[src/rtl/inst_seq_mem.sv]
// Instruction sequencer: loads a program into a small memory while idle,
// then replays it (optionally several passes) with stall support.
module inst_seq_mem #(
    parameter int INST_WIDTH = 64,
    parameter int DEPTH      = 16,
    parameter int LOOP_W     = 8
) (
    input  logic                    clk,
    input  logic                    rst,
    input  logic                    valid,
    input  logic [INST_WIDTH-1:0]   inst_in,
    input  logic                    clear,
    input  logic                    start,
    input  logic [LOOP_W-1:0]       loop_cnt,
    input  logic                    stall,
    output logic [INST_WIDTH-1:0]   inst_out,
    output logic                    inst_valid,
    output logic                    last,
    output logic                    done,
    output logic                    busy,
    output logic [$clog2(DEPTH):0]  prog_len,
    output logic                    overflow
);

    localparam int AW = $clog2(DEPTH);
    localparam logic [AW:0] FULL_LEN = (AW+1)'(DEPTH);

    typedef enum logic {IDLE, RUN} state_t;

    state_t                r_state;
    logic [AW:0]           r_progLen;
    logic                  r_overflow;
    logic [AW-1:0]         r_rdPtr;
    logic [LOOP_W-1:0]     r_pass;
    logic [LOOP_W-1:0]     r_loopCnt;
    logic [INST_WIDTH-1:0] r_instOut;
    logic                  r_instValid;
    logic                  r_last;
    logic                  r_done;
    logic [INST_WIDTH-1:0] r_mem [DEPTH];

    state_t                w_stateNext;
    logic [AW:0]           w_progLenNext;
    logic                  w_overflowNext;
    logic [AW-1:0]         w_rdPtrNext;
    logic [LOOP_W-1:0]     w_passNext;
    logic [LOOP_W-1:0]     w_loopCntNext;
    logic [INST_WIDTH-1:0] w_instOutNext;
    logic                  w_instValidNext;
    logic                  w_lastNext;
    logic                  w_doneNext;
    logic                  w_memWe;
    logic                  w_lastSlot;

    assign w_lastSlot = ({1'b0, r_rdPtr} + (AW+1)'(1)) == r_progLen;

    // done trails the final issue by one cycle, so it simply follows last
    always_comb begin
        w_stateNext     = r_state;
        w_progLenNext   = r_progLen;
        w_overflowNext  = r_overflow;
        w_rdPtrNext     = r_rdPtr;
        w_passNext      = r_pass;
        w_loopCntNext   = r_loopCnt;
        w_instOutNext   = r_instOut;
        w_instValidNext = 1'b0;
        w_lastNext      = 1'b0;
        w_doneNext      = r_last;
        w_memWe         = 1'b0;
        case (r_state)
            IDLE: begin
                if (clear) begin
                    w_progLenNext  = '0;
                    w_overflowNext = 1'b0;
                end else if (start) begin
                    if (r_progLen != '0) begin
                        w_loopCntNext = loop_cnt;
                        w_rdPtrNext   = '0;
                        w_passNext    = '0;
                        w_stateNext   = RUN;
                    end else begin
                        w_doneNext = 1'b1;
                    end
                end else if (valid) begin
                    if (r_progLen == FULL_LEN) begin
                        w_overflowNext = 1'b1;
                    end else begin
                        w_memWe       = 1'b1;
                        w_progLenNext = r_progLen + (AW+1)'(1);
                    end
                end
            end
            RUN: begin
                if (!stall) begin
                    w_instOutNext   = r_mem[r_rdPtr];
                    w_instValidNext = 1'b1;
                    if (w_lastSlot) begin
                        w_rdPtrNext = '0;
                        if (r_pass == r_loopCnt) begin
                            w_lastNext  = 1'b1;
                            w_stateNext = IDLE;
                        end else begin
                            w_passNext = r_pass + LOOP_W'(1);
                        end
                    end else begin
                        w_rdPtrNext = r_rdPtr + AW'(1);
                    end
                end
            end
            default: w_stateNext = IDLE;
        endcase
    end

    always_ff @(posedge clk) begin
        if (!rst) begin
            r_state     <= IDLE;
            r_progLen   <= '0;
            r_overflow  <= 1'b0;
            r_rdPtr     <= '0;
            r_pass      <= '0;
            r_loopCnt   <= '0;
            r_instOut   <= '0;
            r_instValid <= 1'b0;
            r_last      <= 1'b0;
            r_done      <= 1'b0;
        end else begin
            r_state     <= w_stateNext;
            r_progLen   <= w_progLenNext;
            r_overflow  <= w_overflowNext;
            r_rdPtr     <= w_rdPtrNext;
            r_pass      <= w_passNext;
            r_loopCnt   <= w_loopCntNext;
            r_instOut   <= w_instOutNext;
            r_instValid <= w_instValidNext;
            r_last      <= w_lastNext;
            r_done      <= w_doneNext;
        end
    end

    // Program storage carries no reset; a cleared program is just a zero length
    always_ff @(posedge clk) begin
        if (rst && w_memWe) begin
            r_mem[r_progLen[AW-1:0]] <= inst_in;
        end
    end

    assign inst_out   = r_instOut;
    assign inst_valid = r_instValid;
    assign last       = r_last;
    assign done       = r_done;
    assign busy       = (r_state == RUN);
    assign prog_len   = r_progLen;
    assign overflow   = r_overflow;

endmodule

[config.mk]
export PLATFORM = sky130hd
export DESIGN_NAME = inst_seq_mem
export DESIGN_NICKNAME = d
export VERILOG_FILES = /design/src/rtl/inst_seq_mem.sv
export SDC_FILE = /design/constraint.sdc
export NUM_CORES = 1
export LEC_CHECK = 0
export BUFFER_PORTS_ARGS = -buffer_cell sky130_fd_sc_hd__buf_2
export CORE_ASPECT_RATIO = 1.5
export CORE_MARGIN = 1
export CORE_UTILIZATION = 45
export CTS_CLUSTER_DIAMETER = 120
export DETAILED_ROUTE_END_ITERATION = 10
export REMOVE_ABC_BUFFERS = 1
export SLEW_MARGIN = 20
export SYNTH_ARGS = -nofsm -noshare
export SYNTH_HDL_FRONTEND = slang
export SYNTH_SLANG_ARGS = --single-unit
[constraint.sdc]
create_clock -name clk -period 12.2 [get_ports clk]
set_input_delay 0.61 -clock clk [delete_from_list [all_inputs] [get_ports clk]]
set_output_delay 0.61 -clock clk [all_outputs]
set_load 0.02 [all_outputs]
==> impl_summary.md, run 1 <==
Run status
The run finished with clean final reports.

Timing
On the final layout, the worst clock skew is 0.0230 ns. The worst path needs 4.05 ns of the cycle, external delays included. The final setup slack of the worst path is 8.15 ns. Setup violations remaining at the end of the flow were counted as 0.

Dividing the final minimum period by the clock period gives 0.332. The number of endpoints with negative hold slack in the final report was 0. Based on the critical path, the design can be clocked at up to 0.247 GHz. Headroom to the max-slew limit came out at 0.279. The max-slew violation total from the final report is 0. Setup repair after global routing left no endpoint under its margin.

For the pin with the worst max-slew slack, the measured transition is 1.08 ns.

Clock network
After clock tree synthesis, the setup repair step added 0 buffers. TritonCTS built the clock tree. After clock tree synthesis, the flow added hold-fix buffers numbering 0.

The latest clock arrival within the worst-skew pair is 0.69 ns. In this run, post-CTS repair resized a total of 0 instances. The clock passes through at most 3 buffers.

The clock root buffer master is sky130_fd_sc_hd__clkbuf_16. Clock-pin slew was measured on the worst setup and hold paths at 0.06 ns. The H-tree was split into 3 levels. In this run, CTS created clock tree buffers numbering 101. The total number of clock tree sinks is 1118.

Yosys
The most used flip-flop cell after synthesis is sky130_fd_sc_hd__edfxtp_1. Of the synthesized area, sequential elements account for 0.775. The total of flip-flops plus latches after synthesis is 1118. The cell area after technology mapping is 42100 um^2. Yosys attributes the largest share of cell area to sky130_fd_sc_hd__edfxtp_1 73%, sky130_fd_sc_hd__mux4_2 17%, sky130_fd_sc_hd__dfxtp_1 4.5%. The number of enable-type register cells in the synthesized netlist is 1024.

The top-area cell type share of the netlist area is 0.731. The gate count of the mapped netlist is 1784. The count of unique library cells instantiated by Yosys is 53. A synthesized cell averages 23.6 um^2. Yosys printed 0 warnings.

Counting flops with an async set or reset pin after synthesis yields a share of 0. The synthesized design spends more area on one cell type than any other, namely sky130_fd_sc_hd__edfxtp_1.

Final layout
For this run, the share of the core covered by cells in the final layout is 0.516. At the end of the flow, the number of nets in the layout was 2068. Compared with the post-synthesis result, the final layout area differs by 13.6%. The filler cells instantiated in the layout total 7131. The library cells used most frequently in the layout, excluding fill and tap cells, are 1024 x sky130_fd_sc_hd__edfxtp_1, 320 x sky130_fd_sc_hd__mux4_2, 151 x sky130_fd_sc_hd__buf_2. In the final layout, the share of cells above drive strength 1 is 0.339.

The library cell used most frequently in the layout, excluding fill and tap cells, is sky130_fd_sc_hd__edfxtp_1.

Worst hold path
The worst hold path begins at loop_cnt[5]. The worst hold path cell count is 3. The path with the worst hold slack has its endpoint at r_loopCnt[5]. The path class of the tightest hold or removal check is primary input to flip-flop.

Power and ir drop
The ratio of total power to cell area is 158 nW/um^2. In this run the static leakage power is 14.8 nW. The overall power after layout is 7.56 mW. IR analysis of the VDD net gives a maximum drop of 0.0978 mV.

Worst setup path
At the worst endpoint, the required time is 12.51 ns. The worst register-to-register path has a setup slack of 8.15 ns. Data arrives at the worst endpoint at 4.37 ns.

The depth of the worst register-to-register path is 7. The startpoint type of the worst setup path is a flip-flop. The type of destination of the critical path is a flip-flop. The critical-path maximum fanout is 29.

The source of the worst register-to-register timing path is busy. In this run the critical register-to-register path is captured at r_mem[9][0]. The worst setup path is of the flip-flop to flip-flop kind.

Route
The number of nets still failing antenna checks after routing is 0. Summing over every cut layer, the via total after detailed routing is 19.3k. The final layout contains routed wiring with a total length of 94.8 mm. The routed length per placed instance is 28.5 um. The detailed router finished its first iteration with 1582 violations. For this run, the detailed router's first-pass iteration total came to 5. In the routed design, unresolved DRC markers number 0. The number of vias per cell is 5.80.

Die
The site row count is 137. For this design the top-level I/O count stands at 152. The area of the core region is 92700 um^2. The die is 377 um tall. The initial cell density of the core is 0.454.

The floorplan step defined a die boundary enclosing 94800 um^2. The die boundary width is 252 um.

Placement
The pre-CTS setup slack is 7.72 ns. In this run the tool buffered the top-level ports with 151 buffer cells. The weighted congestion at the end of routability-driven global placement is 0.767. The HPWL after detailed placement is 47.3 mm.

Global route
The total overflow left after global routing is 0. The pin count of the biggest net entering global routing is 180. The initial antenna violation count is 15. The via count of the first global-routing pass is 20.1k. The global-route wire length before repair is 138 mm.

For this run, the total global-route usage over all layers was measured as 0.203.

Run
Across the run, the number of max-cap violations was 0.
==> cells in the mapped netlist (2+ instances only) <==
library cell               number
sky130_fd_sc_hd__edfxtp_1    1024
sky130_fd_sc_hd__mux4_2       320
sky130_fd_sc_hd__dfxtp_1       94
sky130_fd_sc_hd__a22o_1        64
sky130_fd_sc_hd__clkbuf_1      57
sky130_fd_sc_hd__nor2_1        41
sky130_fd_sc_hd__buf_6         22
sky130_fd_sc_hd__nand2_1       21
sky130_fd_sc_hd__buf_2         14
sky130_fd_sc_hd__xnor2_1       13
sky130_fd_sc_hd__mux2i_1        9
sky130_fd_sc_hd__nand3_1        9
sky130_fd_sc_hd__inv_1          7
sky130_fd_sc_hd__a21oi_1        6
sky130_fd_sc_hd__ha_1           6
sky130_fd_sc_hd__nand2b_1       6
sky130_fd_sc_hd__nand4_1        6
sky130_fd_sc_hd__a32oi_1        4
sky130_fd_sc_hd__a41oi_1        4
sky130_fd_sc_hd__buf_1          4
sky130_fd_sc_hd__nor3_1         4
sky130_fd_sc_hd__o311ai_1       4
sky130_fd_sc_hd__a31oi_1        3
sky130_fd_sc_hd__and3_1         3
sky130_fd_sc_hd__nor3b_1        3
sky130_fd_sc_hd__o21ai_1        3
sky130_fd_sc_hd__a41o_1         2
sky130_fd_sc_hd__and2_1         2
sky130_fd_sc_hd__nand4b_1       2
sky130_fd_sc_hd__nor2b_1        2
sky130_fd_sc_hd__o211ai_1       2
sky130_fd_sc_hd__o21ai_0        2
==> how the worst max path moves through the flow <==
stage	start	to	slack, ns	cells after the start
finish	busy	r_mem[9][0]	8.15	7
global route	busy	r_mem[9][0]	7.89	7
CTS	r_rdPtr[0]	inst_out[40]	7.94	5
detailed placement	rst	r_mem[9][25]	7.72	7
global placement	rst	r_mem[4][0]	7.78	6
floorplan	r_rdPtr[0]	r_pass[2]	-0.66	6
==> power breakdown <==
part | switching, mW | total, mW | internal (mW)
logic | 0.0728 | 0.0954 | 0.0226
registers | 0.00293 | 4.18 | 4.18
clock network | 1.38 | 3.28 | 1.90
==> cells by family (layout without fill, tap and decap cells) <==
kind of cell | count (synthesis) | after routing | synth area share
flops | 1118 | 1118 | 0.775
mux | 329 | 329 | 0.173
simple gates | 110 | 110 | 0.0129
buf+inv | 107 | 394 | 0.0140
compound gates | 100 | 100 | 0.0197
xor+xnor | 14 | 14 | 0.00291
fa+ha+maj | 6 | 6 | 0.00178
other cells | 0 | 5 | 0
==> flip-flops by register name, indices dropped and copies added (netlist names) <==
name / flops
r_pass: 8
r_loopCnt: 8
done: 1
overflow: 1
r_mem: 1024
busy: 1
inst_out: 64
r_rdPtr: 4
inst_valid: 1
prog_len: 5
last: 1
==> stage by stage <==
step / TNS [ns] / instance area, um^2 / cells / hold WS [ns]
global placement: 0 / 44300 / 3131 / 0.459
floorplan: -6.82 / 41500 / 1686 / 0.477
global route: 0 / 47800 / 3322 / 0.169
CTS: 0 / 47800 / 3321 / 0.121
finish: 0 / 47800 / 3327 / 0.161
detailed placement: 0 / 44300 / 3131 / 0.459
==> worst max-delay path, cell delays in order (launching register included) <==
cell and delay (ns):
sky130_fd_sc_hd__dfxtp_1 0.45, sky130_fd_sc_hd__nor3b_1 0.46, sky130_fd_sc_hd__o21ai_1 0.22, sky130_fd_sc_hd__nor3_1 0.43
sky130_fd_sc_hd__nand2_1 0.39, sky130_fd_sc_hd__nor2_4 0.54, sky130_fd_sc_hd__buf_4 0.55, sky130_fd_sc_hd__buf_4 0.60
==> layer usage <==
metal | vias up | track usage | share of wire
met3 | 124 | 0.0320 | 0.057
met2 | 560 | 0.338 | 0.51
met4 | 12 | 0.0592 | 0.019
li1 | 8063 | - | -
met1 | 10500 | 0.278 | 0.42
met5 | - | 0 | 0.00093
==> final cells by class <==
cell class                 count  area [um^2]  area share
antenna                        5         12.5    0.000262
clock buffer                 137         2820      0.0589
clock inverter                53          626      0.0131
inverter                       9         35.0    0.000732
multi-input combinational    559         8990       0.188
sequential                  1118        32600       0.683
tap                         1251         1570      0.0327
timing repair buffer         195         1130      0.0237
(Power assumes the default switching activity.)
==> run 2: changes to the inputs <==
clock period = 3.4 ns   (was 12.2 ns; I/O delays follow)
==> impl_summary.md, run 2 (synthesis gave the netlist of run 1 again) <==
Timing
The period utilization is 0.887 (+0.555). The setup skew after layout is 0.0204 ns (-0.00263 ns). Setup repair after global routing left no endpoint under its margin. The actual transition at the worst max-transition pin is 0.996 ns (-0.0863 ns). The final period demand of the worst path is 3.02 ns (-1.04 ns). The worst hold-check slack is 0.0852 ns (-0.0754 ns). The max-slew violation total from the final report is 0 (unchanged). The accumulated negative setup slack is 0 ns (unchanged). The maximum clock frequency is 0.331 GHz (+34%). The number of endpoints with negative hold slack in the final report is 0 (unchanged). The final number of setup-violating endpoints was 0 (unchanged). The headroom to the max-slew limit is 0.336 (+0.0575).

Power and ir drop
The maximum VDD drop is 0.346 mV (+250%). The leakage dissipation was 15.1 nW (+2.5%). The ratio of total power to cell area is 554 nW/um^2 (+250%).

Global route
The met3 layer usage reported by global route was 0.0273 (-0.00476). The initial antenna violation count is 7 (-8). The global-route track usage on met2 is 0.332 (-0.00605). met2 is the most crowded layer.

The met1 capacity usage during global routing came to 0.264 (-0.0146). The via count of the first global-routing pass came to 20.7k (+3.3%). The total global routing track utilization is 0.196 (-0.00773). The global-route wire length before repair is 135 mm (-1.9%).

The residual overflow from global routing came to 0 (unchanged). The pin count of the biggest net entering global routing is 90 (-50%).

Placement
The HPWL after detailed placement is 47.2 mm (-0.25%). The count of buffers inserted at the top-level ports is 151 (unchanged). The weighted congestion at the end of routability-driven global placement is 0.757 (-1.3%).

Run
The reported max-cap violation count was 0 (unchanged).

Worst setup path
The worst setup path is captured at a flip-flop. The startpoint type of the worst setup path is a flip-flop. The peak per-stage delay on the critical path is 0.50 ns (-0.10 ns). The critical path arrival is 3.32 ns (-1.05 ns). Among all stages on the critical path, the largest delay is contributed by sky130_fd_sc_hd__nor3b_1. The endpoint required time on the critical path is 3.71 ns (-8.80 ns).

The critical-path maximum fanout is 64 (+120%). The critical path is of the flip-flop to flip-flop type. The register-to-register setup slack is 0.38 ns (-7.76 ns). Traced cell by cell, the critical path runs through nor3b_1 -> o21ai_1 -> nor3_1 -> nand2_1 -> nor2_4 -> buf_12.

Route
The residual DRC count is 0 (unchanged). The routed length per placed instance is 26.6 um (-6.7%). The number of vias per cell is 5.67 (-2.1%). The violation count after the first detailed-routing iteration is 1591 (+0.57%).

The number of nets still failing antenna checks after routing is 0 (unchanged). The routed via count came to 19.3k (+0.12%). The wire length reported by the detailed router is 90.4 mm (-4.6%). The number of iterations in the first detailed-routing pass is 5 (unchanged).

Die
The die boundary width is 252 um (unchanged). The count of pins on the block boundary is 152 (unchanged). The initial cell density of the core is 0.454 (unchanged).

The site row count is 137 (unchanged). The die span in y is 377 um (unchanged). The overall die area is 94800 um^2 (unchanged). The area of the core region was 92700 um^2 (unchanged).

Final layout
The fill cell instance count of the final layout is 7074 (-0.80%). The final layout net count is 2146 (+3.8%). The top cell types in the final layout, fill and taps aside, are 1024 x sky130_fd_sc_hd__edfxtp_1, 320 x sky130_fd_sc_hd__mux4_2, 151 x sky130_fd_sc_hd__buf_2. The commonest non-fill, non-tap cell in the layout is sky130_fd_sc_hd__edfxtp_1.

The number of flip-flops in the largest register was 1024 (unchanged). The share of final-layout standard cells stronger than drive strength 1 is 0.322 (-0.0170). From synthesis to final layout, the design area changed by 16.3%.

Clock network
The post-CTS setup-driven buffer insertion count was 0 (unchanged). The clock transition at the register clock pins on the worst setup and hold paths after CTS is 0.07 ns (about the same). The TritonCTS buffer count is 101 (unchanged). The clock root buffer master is sky130_fd_sc_hd__clkbuf_16. The total number of clock tree sinks is 1118 (unchanged). The H-tree depth is 3 (unchanged). The TritonCTS clock tree is yes.

The maximum count of clock buffers along a single path is 3 (unchanged). The latest clock arrival within the worst-skew pair is 0.68 ns (about the same).

Worst hold path
In this run the worst hold path is classified as primary input to flip-flop.

Run status
The flow ran to the end, and the final reports show no timing, DRC or antenna violations.
-- run 2: worst max-delay path: cells and delay by family, from the launching register on --
| kind | cells | cell delay (ns) |
|---|---|---|
| AOI/OAI and AO/OA | 1 | 0.22 |
| DFF | 1 | 0.44 |
| buffers and inverters | 1 | 0.44 |
| and+or+nand+nor | 4 | 1.52 |
-- run 2: per-layer routing --
| layer | up-vias | wire length (um) |
|---|---|---|
| met5 | - | 11 |
| met4 | 2 | 1870 |
| met3 | 129 | 4440 |
| met2 | 563 | 46500 |
| met1 | 10400 | 37600 |
| li1 | 8214 | - |
-- run 2: path summary, 6_finish.rpt --
check	cells past startpoint	endpoint	startpoint
worst min register to register	1	inst_out[45]	inst_out[45]
worst max register to register	6	r_mem[9][20]	busy
worst min-delay path	5	prog_len[4]	valid
worst max-delay path	6	r_mem[9][20]	busy
-- run 2: area by class of cell --
| class | instances | area, um^2 | area share |
|---|---|---|---|
| antenna | 5 | 12.5 | 0.000256 |
| clock buffer | 139 | 2760 | 0.0564 |
| clock inverter | 48 | 642 | 0.0131 |
| inverter | 9 | 35.0 | 0.000716 |
| multi-input combinational | 559 | 9000 | 0.184 |
| sequential | 1118 | 32600 | 0.667 |
| tap | 1251 | 1570 | 0.0320 |
| timing repair buffer | 273 | 2260 | 0.0463 |
-- run 2: metrics by stage --
stage / std cells / total power [mW] / setup slack, ns / area (um^2) / utilization
detailed placement: 3133 / 15.7 / 0.528 / 44700 / 0.482
floorplan: 1686 / 15.4 / -9.46 / 41500 / -
CTS: 3397 / 27.4 / 0.285 / 48900 / 0.527
global placement: 3133 / 15.6 / 0.600 / 44700 / 0.482
global route: 3400 / 27.9 / 0.154 / 48900 / 0.528
finish: 3402 / 27.1 / 0.383 / 48900 / 0.528
-- run 2: power breakdown --
group / switching [mW] / internal, mW
clock: 4.92 / 6.77
sequential: 0.00995 / 15.0
combinational: 0.282 / 0.143
total: 5.21 / 21.9
-- run 2: timing repair --
item / in CTS / in global routing
hold endpoints to repair: 1041 / 0
hold buffers: 77 / 0
gates resized for setup: 0 / 0
